===== src/rtl/memtest_pkg.sv =====
// Shared definitions for the memory-tester PLL control path.
// NUM_STEPS / DEFAULT_POS are also consumed by the top-level ROM mux and
// the frequency label table, so they live here rather than in one module.
package memtest_pkg;

  localparam int unsigned NUM_STEPS   = 11;  // step 0 = 167 MHz (fastest)
  localparam int unsigned DEFAULT_POS = 7;   // 100 MHz

  // Reconfiguration handshake sequencer states.
  typedef enum logic [1:0] {
    IDLE,
    LOAD,
    WAIT_FREE,
    RUN
  } seq_state_e;

endpackage


===== src/rtl/pll_step_sequencer_if.sv =====
// Handshake bundle between the step sequencer and the pll_reconfig block.
//   cfg_busy           : pll_reconfig busy
//   cfg_write_from_rom : single-cycle pulse, start loading scan chain from ROM
//   cfg_reconfig       : single-cycle pulse, apply the loaded configuration
//   cfg_reset          : single-cycle pulse, abort a hung reconfiguration
// master = sequencer side, slave = pll_reconfig side.
interface pll_step_sequencer_if;

  logic cfg_busy;
  logic cfg_write_from_rom;
  logic cfg_reconfig;
  logic cfg_reset;

  modport master (
    input  cfg_busy,
    output cfg_write_from_rom,
    output cfg_reconfig,
    output cfg_reset
  );

  modport slave (
    output cfg_busy,
    input  cfg_write_from_rom,
    input  cfg_reconfig,
    input  cfg_reset
  );

endinterface


===== src/rtl/bcd_minute_counter.sv =====
// Four-digit BCD up-counter for the elapsed-minutes display.
//   clk, rst_n : clock, asynchronous active-low reset
//   clr        : synchronous clear (wins over en)
//   en         : count one minute
//   bcd        : 4-digit packed BCD value, 9999 wraps to 0000
module bcd_minute_counter (
  input  logic        clk,
  input  logic        rst_n,
  input  logic        clr,
  input  logic        en,
  output logic [15:0] bcd
);

  logic [15:0] bcd_q, bcd_d;
  logic        carry;

  // Ripple the increment through the digits; a digit at 9 rolls to 0 and
  // passes the carry on, the first digit below 9 absorbs it.
  always_comb begin
    bcd_d = bcd_q;
    carry = 1'b0;
    if (clr) begin
      bcd_d = '0;
    end else if (en) begin
      carry = 1'b1;
      for (int unsigned i = 0; i < 4; i++) begin
        if (carry) begin
          if (bcd_q[i*4 +: 4] == 4'd9) begin
            bcd_d[i*4 +: 4] = 4'd0;
          end else begin
            bcd_d[i*4 +: 4] = bcd_q[i*4 +: 4] + 4'd1;
            carry           = 1'b0;
          end
        end
      end
    end
  end

  always_ff @(posedge clk or negedge rst_n) begin
    if (!rst_n) bcd_q <= '0;
    else        bcd_q <= bcd_d;
  end

  assign bcd = bcd_q;

endmodule


===== src/rtl/pll_step_sequencer.sv =====
// PLL frequency-step controller for the SDRAM memory tester.
// Turns button edges, auto-sweep requests and tester pass/fail status into a
// PLL step index, sequences the pll_reconfig ROM-load / reconfig / recovery
// handshake, and keeps the elapsed-time counters for the VGA overlay.
//   clock_50_i, rst_n        : clock, asynchronous active-low reset
//   btn_up/btn_down/btn_auto : debounced buttons, act on rising edge
//   start_auto               : level, forces an auto sweep from step 0
//   pass_nz, fail_nz         : tester pass / fail counts nonzero
//   cfg                      : pll_reconfig handshake (master side)
//   pos                      : current step index / ROM mux select
//   auto                     : auto sweep active
//   recfg                    : reconfiguration in progress
//   mins                     : elapsed minutes, 4-digit BCD
//   tenths                   : elapsed tenth-seconds, binary
module pll_step_sequencer #(
  parameter int unsigned NUM_STEPS   = memtest_pkg::NUM_STEPS,
  parameter int unsigned DEFAULT_POS = memtest_pkg::DEFAULT_POS,
  parameter int unsigned TIMEOUT_CYC = 1000,
  parameter int unsigned SETTLE_CYC  = 65536,
  parameter int unsigned TICK_DIV    = 5000000
) (
  input  logic                 clock_50_i,
  input  logic                 rst_n,
  input  logic                 btn_up,
  input  logic                 btn_down,
  input  logic                 btn_auto,
  input  logic                 start_auto,
  input  logic                 pass_nz,
  input  logic                 fail_nz,
  pll_step_sequencer_if.master cfg,
  output logic [3:0]           pos,
  output logic                 auto,
  output logic                 recfg,
  output logic [15:0]          mins,
  output logic [15:0]          tenths
);

  import memtest_pkg::*;

  localparam int unsigned TMR_W = $clog2(TIMEOUT_CYC + 1);
  localparam int unsigned SET_W = $clog2(SETTLE_CYC + 1);
  localparam int unsigned DIV_W = $clog2(TICK_DIV);

  localparam logic [3:0]       LAST_POS = 4'(NUM_STEPS - 1);
  localparam logic [3:0]       RST_POS  = 4'(DEFAULT_POS);
  localparam logic [TMR_W-1:0] TMR_LOAD = TMR_W'(TIMEOUT_CYC);
  localparam logic [SET_W-1:0] SET_LOAD = SET_W'(SETTLE_CYC);
  localparam logic [DIV_W-1:0] DIV_LAST = DIV_W'(TICK_DIV - 1);

  seq_state_e       state_q, state_d;
  logic [3:0]       pos_q, pos_d;
  logic             auto_q, auto_d;
  logic             recfg_q, recfg_d;
  logic             wr_q, wr_d, rcf_q, rcf_d, crst_q, crst_d;
  logic             btn_up_q, btn_down_q, btn_auto_q;
  logic [TMR_W-1:0] timer_q, timer_d;
  logic             seen_q, seen_d;
  logic [SET_W-1:0] settle_q, settle_d;
  logic [DIV_W-1:0] div_q, div_d;
  logic [9:0]       sub_q, sub_d;
  logic [15:0]      tenths_q, tenths_d;
  logic             min_en, done, accept;
  logic             up_edge, down_edge, auto_edge;

  assign up_edge   = btn_up   & ~btn_up_q;
  assign down_edge = btn_down & ~btn_down_q;
  assign auto_edge = btn_auto & ~btn_auto_q;

  // Handshake sequencer.
  always_comb begin
    state_d = state_q;
    wr_d    = 1'b0;
    rcf_d   = 1'b0;
    crst_d  = 1'b0;
    timer_d = timer_q;
    seen_d  = seen_q;
    done    = 1'b0;
    case (state_q)
      IDLE: if (recfg_q) begin
        wr_d    = 1'b1;
        state_d = LOAD;
      end
      LOAD: state_d = WAIT_FREE;
      WAIT_FREE: if (!cfg.cfg_busy) begin
        rcf_d   = 1'b1;
        timer_d = TMR_LOAD;
        seen_d  = 1'b0;
        state_d = RUN;
      end
      RUN: begin
        timer_d = timer_q - TMR_W'(1);
        seen_d  = seen_q | cfg.cfg_busy;
        // Timeout is judged on the decremented value, which places the
        // cfg_reset pulse TIMEOUT_CYC-1 cycles after cfg_reconfig.
        if (seen_q && !cfg.cfg_busy) begin
          done = 1'b1;
        end else if (timer_d == TMR_W'(1)) begin
          crst_d = 1'b1;
          done   = 1'b1;
        end
        if (done) state_d = IDLE;
      end
      default: state_d = IDLE;
    endcase
  end

  // Step requests, prioritised top to bottom; ignored while reconfiguring.
  always_comb begin
    pos_d    = pos_q;
    auto_d   = auto_q;
    recfg_d  = recfg_q;
    accept   = 1'b0;
    settle_d = (settle_q != '0) ? settle_q - SET_W'(1) : settle_q;
    if (done) begin
      recfg_d  = 1'b0;
      settle_d = SET_LOAD;
    end else if (!recfg_q) begin
      accept = 1'b1;
      if (start_auto) begin
        pos_d  = '0;
        auto_d = 1'b1;
      end else if (auto_q && pass_nz && fail_nz && settle_q == '0 && pos_q < LAST_POS) begin
        pos_d = pos_q + 4'd1;
      end else if (auto_edge && auto_q) begin
        auto_d = 1'b0;
      end else if (auto_edge) begin
        pos_d  = '0;
        auto_d = 1'b1;
      end else if (down_edge && pos_q < LAST_POS) begin
        pos_d  = pos_q + 4'd1;
        auto_d = 1'b0;
      end else if (up_edge && pos_q != '0) begin
        pos_d  = pos_q - 4'd1;
        auto_d = 1'b0;
      end else begin
        accept = 1'b0;
      end
      recfg_d = accept;
    end
  end

  // Elapsed-time dividers, held cleared during reconfiguration.
  always_comb begin
    div_d    = div_q;
    sub_d    = sub_q;
    tenths_d = tenths_q;
    min_en   = 1'b0;
    if (recfg_q) begin
      div_d    = '0;
      sub_d    = '0;
      tenths_d = '0;
    end else if (div_q == DIV_LAST) begin
      div_d    = '0;
      tenths_d = tenths_q + 16'd1;
      if (sub_q == 10'd599) begin
        sub_d  = '0;
        min_en = 1'b1;
      end else begin
        sub_d = sub_q + 10'd1;
      end
    end else begin
      div_d = div_q + DIV_W'(1);
    end
  end

  always_ff @(posedge clock_50_i or negedge rst_n) begin
    if (!rst_n) begin
      state_q    <= IDLE;
      pos_q      <= RST_POS;
      auto_q     <= 1'b0;
      recfg_q    <= 1'b0;
      wr_q       <= 1'b0;
      rcf_q      <= 1'b0;
      crst_q     <= 1'b0;
      btn_up_q   <= 1'b0;
      btn_down_q <= 1'b0;
      btn_auto_q <= 1'b0;
      timer_q    <= '0;
      seen_q     <= 1'b0;
      settle_q   <= '0;
      div_q      <= '0;
      sub_q      <= '0;
      tenths_q   <= '0;
    end else begin
      state_q    <= state_d;
      pos_q      <= pos_d;
      auto_q     <= auto_d;
      recfg_q    <= recfg_d;
      wr_q       <= wr_d;
      rcf_q      <= rcf_d;
      crst_q     <= crst_d;
      btn_up_q   <= btn_up;
      btn_down_q <= btn_down;
      btn_auto_q <= btn_auto;
      timer_q    <= timer_d;
      seen_q     <= seen_d;
      settle_q   <= settle_d;
      div_q      <= div_d;
      sub_q      <= sub_d;
      tenths_q   <= tenths_d;
    end
  end

  bcd_minute_counter u_minutes (
    .clk   (clock_50_i),
    .rst_n (rst_n),
    .clr   (recfg_q),
    .en    (min_en),
    .bcd   (mins)
  );

  assign cfg.cfg_write_from_rom = wr_q;
  assign cfg.cfg_reconfig       = rcf_q;
  assign cfg.cfg_reset          = crst_q;
  assign pos                    = pos_q;
  assign auto                   = auto_q;
  assign recfg                  = recfg_q;
  assign tenths                 = tenths_q;

endmodule


===== src/flat_wrapper.sv =====
// flat-port wrapper written by rule: the top's interface ports become plain ports
module pll_step_sequencer_flat import memtest_pkg::*;
#(
  parameter int unsigned NUM_STEPS   = memtest_pkg::NUM_STEPS,
  parameter int unsigned DEFAULT_POS = memtest_pkg::DEFAULT_POS,
  parameter int unsigned TIMEOUT_CYC = 1000,
  parameter int unsigned SETTLE_CYC  = 65536,
  parameter int unsigned TICK_DIV    = 5000000
)
  (clock_50_i, rst_n, btn_up, btn_down, btn_auto, start_auto, pass_nz, fail_nz, pos, auto, recfg, mins, tenths, cfg_cfg_busy, cfg_cfg_write_from_rom, cfg_cfg_reconfig, cfg_cfg_reset);
  pll_step_sequencer_if cfg_i ();
  input  logic clock_50_i;
  input  logic rst_n;
  input  logic btn_up;
  input  logic btn_down;
  input  logic btn_auto;
  input  logic start_auto;
  input  logic pass_nz;
  input  logic fail_nz;
  output logic [3:0] pos;
  output logic auto;
  output logic recfg;
  output logic [15:0] mins;
  output logic [15:0] tenths;
  input wire logic [$bits(cfg_i.cfg_busy)-1:0] cfg_cfg_busy;
  output wire logic [$bits(cfg_i.cfg_write_from_rom)-1:0] cfg_cfg_write_from_rom;
  output wire logic [$bits(cfg_i.cfg_reconfig)-1:0] cfg_cfg_reconfig;
  output wire logic [$bits(cfg_i.cfg_reset)-1:0] cfg_cfg_reset;
  assign cfg_i.cfg_busy = cfg_cfg_busy;
  assign cfg_cfg_write_from_rom = cfg_i.cfg_write_from_rom;
  assign cfg_cfg_reconfig = cfg_i.cfg_reconfig;
  assign cfg_cfg_reset = cfg_i.cfg_reset;
  pll_step_sequencer #(.NUM_STEPS(NUM_STEPS), .DEFAULT_POS(DEFAULT_POS), .TIMEOUT_CYC(TIMEOUT_CYC), .SETTLE_CYC(SETTLE_CYC), .TICK_DIV(TICK_DIV)) u_core (.clock_50_i(clock_50_i), .rst_n(rst_n), .btn_up(btn_up), .btn_down(btn_down), .btn_auto(btn_auto), .start_auto(start_auto), .pass_nz(pass_nz), .fail_nz(fail_nz), .cfg(cfg_i), .pos(pos), .auto(auto), .recfg(recfg), .mins(mins), .tenths(tenths));
endmodule

===== config.mk =====
export PLATFORM = sky130hd
export DESIGN_NAME = pll_step_sequencer_flat
export DESIGN_NICKNAME = d
export VERILOG_FILES = /design/src/rtl/memtest_pkg.sv /design/src/rtl/pll_step_sequencer_if.sv /design/src/rtl/bcd_minute_counter.sv /design/src/rtl/pll_step_sequencer.sv /design/src/flat_wrapper.sv
export SDC_FILE = /design/constraint.sdc
export NUM_CORES = 1
export LEC_CHECK = 0
export BUFFER_PORTS_ARGS = -buffer_cell sky130_fd_sc_hd__clkbuf_2
export CORE_ASPECT_RATIO = 1.25
export CORE_UTILIZATION = 53
export CTS_CLUSTER_DIAMETER = 60
export DETAILED_ROUTE_END_ITERATION = 10
export PLACE_DENSITY = 0.72
export SETUP_SLACK_MARGIN = 0.1
export SYNTH_ARGS = -nofsm -noshare
export SYNTH_HDL_FRONTEND = slang
export SYNTH_SLANG_ARGS = --single-unit

===== constraint.sdc =====
create_clock -name clock_50_i -period 2.65 [get_ports clock_50_i]
set_input_delay 0 -clock clock_50_i [delete_from_list [all_inputs] [get_ports clock_50_i]]
set_output_delay 0 -clock clock_50_i [all_outputs]
set_load 0.01 [all_outputs]

======== Word-level counts from Yosys, hierarchy flattened ========
Cells that the tools add are included.
storage, ports and cells
  register bits ........................... 107
  latch bits .............................. 0
  RAM bits ................................ 0
  ROM bits ................................ 0
  output and inout port bits .............. 41
  memories kept ........................... 0
cells by class
  add/subtract/negate cells ............... 11
  multipliers ............................. 0
  div/mod/pow operators ................... 0
  order comparisons ....................... 1
  eq/ne operators ......................... 15
  shifts and indexed selects .............. 0
  mux-type cells .......................... 70
  bitwise operators ....................... 9
  reduce and logical (&&, ||, !) cells .... 29
operator list
  operator                                                              count
  16-bit two-way mux                                                    4
  4-bit two-way mux                                                     13
  23-bit two-way mux                                                    2
  10-bit two-way mux                                                    4
  1-bit two-way mux                                                     39
  17-bit two-way mux                                                    2
  23-bit by 1-bit adder with 23-bit output, second input constant       1
  23-bit == test, second input constant                                 1
  4-bit by 1-bit adder with 4-bit output, second input constant         5
  10-bit case mux with 2 select lines                                   1
  17-bit zero test                                                      1
  17-bit nonzero test                                                   1
  17-bit by 1-bit subtractor with 17-bit output, second input constant  1
  16-bit by 1-bit adder with 16-bit output, second input constant       1
  4-bit == test, second input constant                                  4
  2-bit nonzero test                                                    7
  10-bit by 1-bit adder with 10-bit output, second input constant       1
  10-bit by 1-bit == test with 1-bit output, second input constant      1
  10-bit == test, second input constant                                 1
  5-bit nonzero test                                                    2
  10-bit by 1-bit subtractor with 10-bit output, second input constant  1
  1-bit logical AND                                                     8
  2-bit case mux with 4 select lines                                    1
  2-bit AND reduction                                                   4
  17 further kinds                                                      29

======== Longest topological paths before layout ========
  depth in word-level cells ............... 15
  mapped depth ............................ 9
  mapped depth without buffers ............ 8

======== Hierarchy ========
Synthesis repeated with hierarchy kept, for this count alone.
second synthesis, totals
  cells, all modules ...................... 622
  area, all modules ....................... 5,754.3 µm²
modules (own cells, without submodules)
  module              instances  cells each  area an instance (µm²)  sequential area each (µm²)
  pll_step_sequencer  1          527         4,839.6                 2,280.9
  bcd_minute_counter  1          95          914.6                   400.4

======== Worst setup path after synthesis ========
Ideal clock, no wire load.
  path kind ............................... register -> register
  start ................................... register u_core.pos_q[0] (netlist: u_core.pos[0])
  end ..................................... register u_core.pos_q[2] (netlist: u_core.pos[2])
  library setup time ...................... 0.084 ns
  arrival time ............................ 2.222 ns
  data required time ...................... 2.566 ns
  setup slack ............................. 0.344 ns
  cell stages (with the launch flop) ...... 9
  clock period less this slack ............ 2.306 ns
  path through ............................ dfstp_2 -> inv_1 -> ha_1 -> or3b_1 -> a221oi_1 -> o221a_2 -> a311o_4 -> and2_0 -> a311o_1
on the way
  longest elaborated chain between the ends .. 7
ends and longest elaborated chain
  item                                                                                       RTL line                                                                         RTL
  start: declaration                                                                         pll_step_sequencer.sv:51                                                         logic [3:0] pos_q, pos_d;
  start signal: assignment                                                                   pll_step_sequencer.sv:186                                                        pos_q <= pos_d;
  4-bit by 1-bit subtractor with 4-bit output or 4-bit less-than comparator (tied branches)  pll_step_sequencer.sv:133, pll_step_sequencer.sv:122, pll_step_sequencer.sv:129
  4-bit two-way mux or 1-bit logical AND (tied branches)                                     pll_step_sequencer.sv:132, pll_step_sequencer.sv:129
  4-bit two-way mux                                                                          pll_step_sequencer.sv:129                                                        end else if (down_edge && pos_q < LAST_POS) begin
  4-bit two-way mux                                                                          pll_step_sequencer.sv:126                                                        end else if (auto_edge) begin
  4-bit two-way mux                                                                          pll_step_sequencer.sv:124                                                        end else if (auto_edge && auto_q) begin
  4-bit two-way mux                                                                          pll_step_sequencer.sv:122                                                        end else if (auto_q && pass_nz && fail_nz && settle_q == '0 && pos_q < LAST_POS) begin
  4-bit two-way mux                                                                          pll_step_sequencer.sv:119                                                        if (start_auto) begin
Parallel ways exist; a longest one is shown, timed or not. The select of a mux whose other input is x is not followed.
A chain may end at the register's enable or synchronous reset.

======== Final worst setup path ========
Ends and elaborated chain as after synthesis.

==> qor.txt <==
Routed len/inst - 15.7 um
EDFF count, synth - 0
Die area - 0.0118 mm^2
Largest family of logic cells by synthesized area - simple AND/OR/NAND/NOR gates
Clock insertion delay at the later pin of the skew report - 0.35 ns
P&R area growth vs syn - 13.5%
Post-synthesis cell area - 0.00602 mm^2
Post-DRT Antenna Nets - 0
DR vias/cell - 5.92
Remaining DRCs - 0
Vias in the first global route - 4669
CTS max path bufs - 2
VDD IR max - 553 uV
Mean post-synth cell area - 9.46 um^2
Nets - 721
Startpoint Class - flop
Critical Path Fanout Max - 8
H-tree depth - 3
WHS Endpoint - u_core.cfg.cfg_reconfig
Post-Syn Nets - 667
Worst Hold Depth - 2
RR Endpoint - u_core.pos[2]
DP Wirelength - 8870 um
DRT Pass-1 Iters - 5
Worst Tran Pin Value - 0.750 ns
Critical Path RT - 2.94 ns
# placed instances - 809
CTS Root Cell - clkbuf_16
Period utilisation layout - 0.916
DR vias - 4922
Final Core Density - 0.617
Max frequency - 412 MHz
N_diodes - 0
Initial antenna violation count - 0
First-pass GRT wire length - 22000 um
Post-Synth Adder-Cell Area - 0.0436
Synth top area cells - dfrtp_1, nor2_1, xor2_1, ha_1, nand3_1
Placer Congestion - 0.859
Worst reg2reg path depth - 8
Hold Crit Class - primary input to flop
Clock skew - 0.00925 ns
Final hold viol count - 0
Port bufs - 49
R2R setup slack - 0.22 ns
Static leakage - 0.00291 uW
Pwr Density - 760 mW/mm^2
Die Span X - 97.4 um
Fill count - 925
Setup violators final - 0
Final Power - 5200 uW
Final hold slack - 0.0431 ns
Core area - 0.0111 mm^2
Setup TNS - 0 ns
Max-cap check violation count - 0
Fraction of registers with async set/reset - 1.00
#FFs+latches synth - 107
CP Capture Type - flop
Distinct cells, synth - 66
Total global-route track usage - 0.230
Mux contribution to synthesized area - 0.0258
Synth Area in Compound Gates - 0.117
Fin cells - 831
Chip height - 121 um
Seq/Total Area, Yosys - 0.445
Top-area cell type share of the netlist area - 0.432
TritonCTS Sinks - 107
Status - finished, final reports clean
Num CTS Buffers - 9
Post-Route WL - 13100 um
Ys Warns - 0
Number of I/O pins - 50
Post-synth top area cell - dfrtp_1
CP Class - flop to flop
Slew margin rel. - 0.500
RSZ-0062 raised after global routing - true
Row count - 43
CP arrival - 2.72 ns
Gate Count Post-Synth - 637
Post-layout min period - 2.43 ns
CTS tree - built
First DRT Iteration DRCs - 288
Post-Synth Simple-Gate Area - 0.264
Top FF cell, synth - dfrtp_1
Largest net degree at the start of global routing - 108
XOR/XNOR Fraction of Synth Area - 0.0756
Hold Path Origin - cfg_cfg_busy
GRT overflow - 0
Starting Density - 0.544
Clk slew on worst S/H paths - 0.07 ns
Slew Viols, Final - 0
Share of cells above drive strength 1 - 0.144
Reg2reg start - u_core.pos[0]
==> cell usage after synthesis (5+ instances only) <==
cell / number
dfrtp_1: 104
nor2_1: 77
nand2_1: 42
nand3_1: 38
xor2_1: 33
o21ai_0: 30
ha_1: 21
inv_1: 20
clkbuf_1: 19
nand4_1: 19
xnor2_1: 19
a21oi_1: 15
nor3_1: 14
and2_1: 13
o21ai_1: 13
nand2b_1: 12
or3_1: 12
and3_1: 11
mux2i_1: 11
nor2b_1: 10
a31oi_1: 8
and4_1: 8
nor4_1: 8
nor3b_1: 5
nor4b_1: 5
o31ai_1: 5
==> stage by stage <==
stage	instance area [um^2]	worst slack [ns]
global placement	6440	0.293
finish	6840	0.222
global route	6840	0.0840
detailed placement	6440	0.203
CTS	6820	0.155
floorplan	6020	0.344
==> timing repair <==
item,4_1_cts,5_1_grt
endpoints found under the setup margin,0,4
resized for setup,0,3
buffers inserted,0,1
endpoints found under the hold margin,109,0
hold buffers,5,0
==> how the worst max path moves through the flow <==
stage	from	end	slack, ns	cells past startpoint
floorplan	u_core.pos[0]	u_core.pos[2]	0.34	8
global placement	u_core.pos[0]	u_core.pos[2]	0.29	8
detailed placement	u_core.settle_q[0]	u_core.pos[2]	0.20	8
CTS	u_core.settle_q[0]	u_core.pos[2]	0.16	8
global route	u_core.pos[0]	u_core.pos[2]	0.08	8
finish	u_core.pos[0]	u_core.pos[2]	0.22	8
==> layout by cell type, fill, tap and decap left out, drive strengths merged, types with 14 or more instances in the layout <==
| cell | synthesis | layout |
|---|---|---|
| clkbuf | 19 | 57 |
| and2 | 14 | 14 |
| a21oi | 16 | 16 |
| nand3 | 38 | 38 |
| nand4 | 20 | 20 |
| nand2 | 42 | 42 |
| nor2 | 77 | 77 |
| buf | 5 | 14 |
| ha | 21 | 21 |
| o21ai | 44 | 44 |
| xor2 | 33 | 33 |
| xnor2 | 19 | 19 |
| inv | 20 | 22 |
| dfrtp | 104 | 104 |
| nor3 | 14 | 14 |
==> critical path, cell delays in order, from the launching register on <==
cell	delay, ns
dfstp_2	0.60
inv_1	0.06
ha_1	0.22
or3b_1	0.17
a221oi_1	0.12
o221a_2	0.29
a311o_4	0.42
a2111oi_1	0.33
a311o_1	0.17
==> flip-flops by register name, summed over array words and instances, names as in the netlist <==
name / count
u_core.auto: 1
u_core.btn_auto_q: 1
u_core.btn_down_q: 1
u_core.btn_up_q: 1
u_core.cfg.cfg_reconfig: 1
u_core.cfg.cfg_reset: 1
u_core.cfg.cfg_write_from_rom: 1
u_core.div_q: 23
u_core.pos: 4
u_core.recfg: 1
u_core.seen_q: 1
u_core.settle_q: 17
u_core.state_q: 2
u_core.sub_q: 10
u_core.tenths: 16
u_core.timer_q: 10
u_core.u_minutes.bcd: 16
==> cells by family after synthesis <==
| family | after synthesis |
|---|---|
| and+or+nand+nor | 293 |
| muxes | 15 |
| buffers and inverters | 44 |
| DFF | 107 |
| adders and majority gates | 21 |
| AOI/OAI and AO/OA | 105 |
| xor gates and xnor gates | 52 |
==> report_power, final <==
part	switching (uW)	internal, uW
clock	621	835
combinational	912	632
sequential	308	1890
==> final cells by class <==
cell class | instances | area (um^2) | area share
multi-input combinational | 486 | 3180 | 0.465
sequential | 107 | 2680 | 0.392
timing repair buffer | 67 | 408 | 0.0597
clock buffer | 9 | 225 | 0.0329
tap | 135 | 169 | 0.0247
clock inverter | 7 | 98.8 | 0.0145
inverter | 20 | 75.1 | 0.0110
==> metal layers <==
metal,global-route usage,part of all wire,up-vias
met5,0,0,-
met4,0.0864,0.020,0
met3,0.0432,0.044,21
met2,0.383,0.49,136
met1,0.299,0.44,2378
li1,-,-,2387
Note: power is estimated with default switching activity, not from simulation.
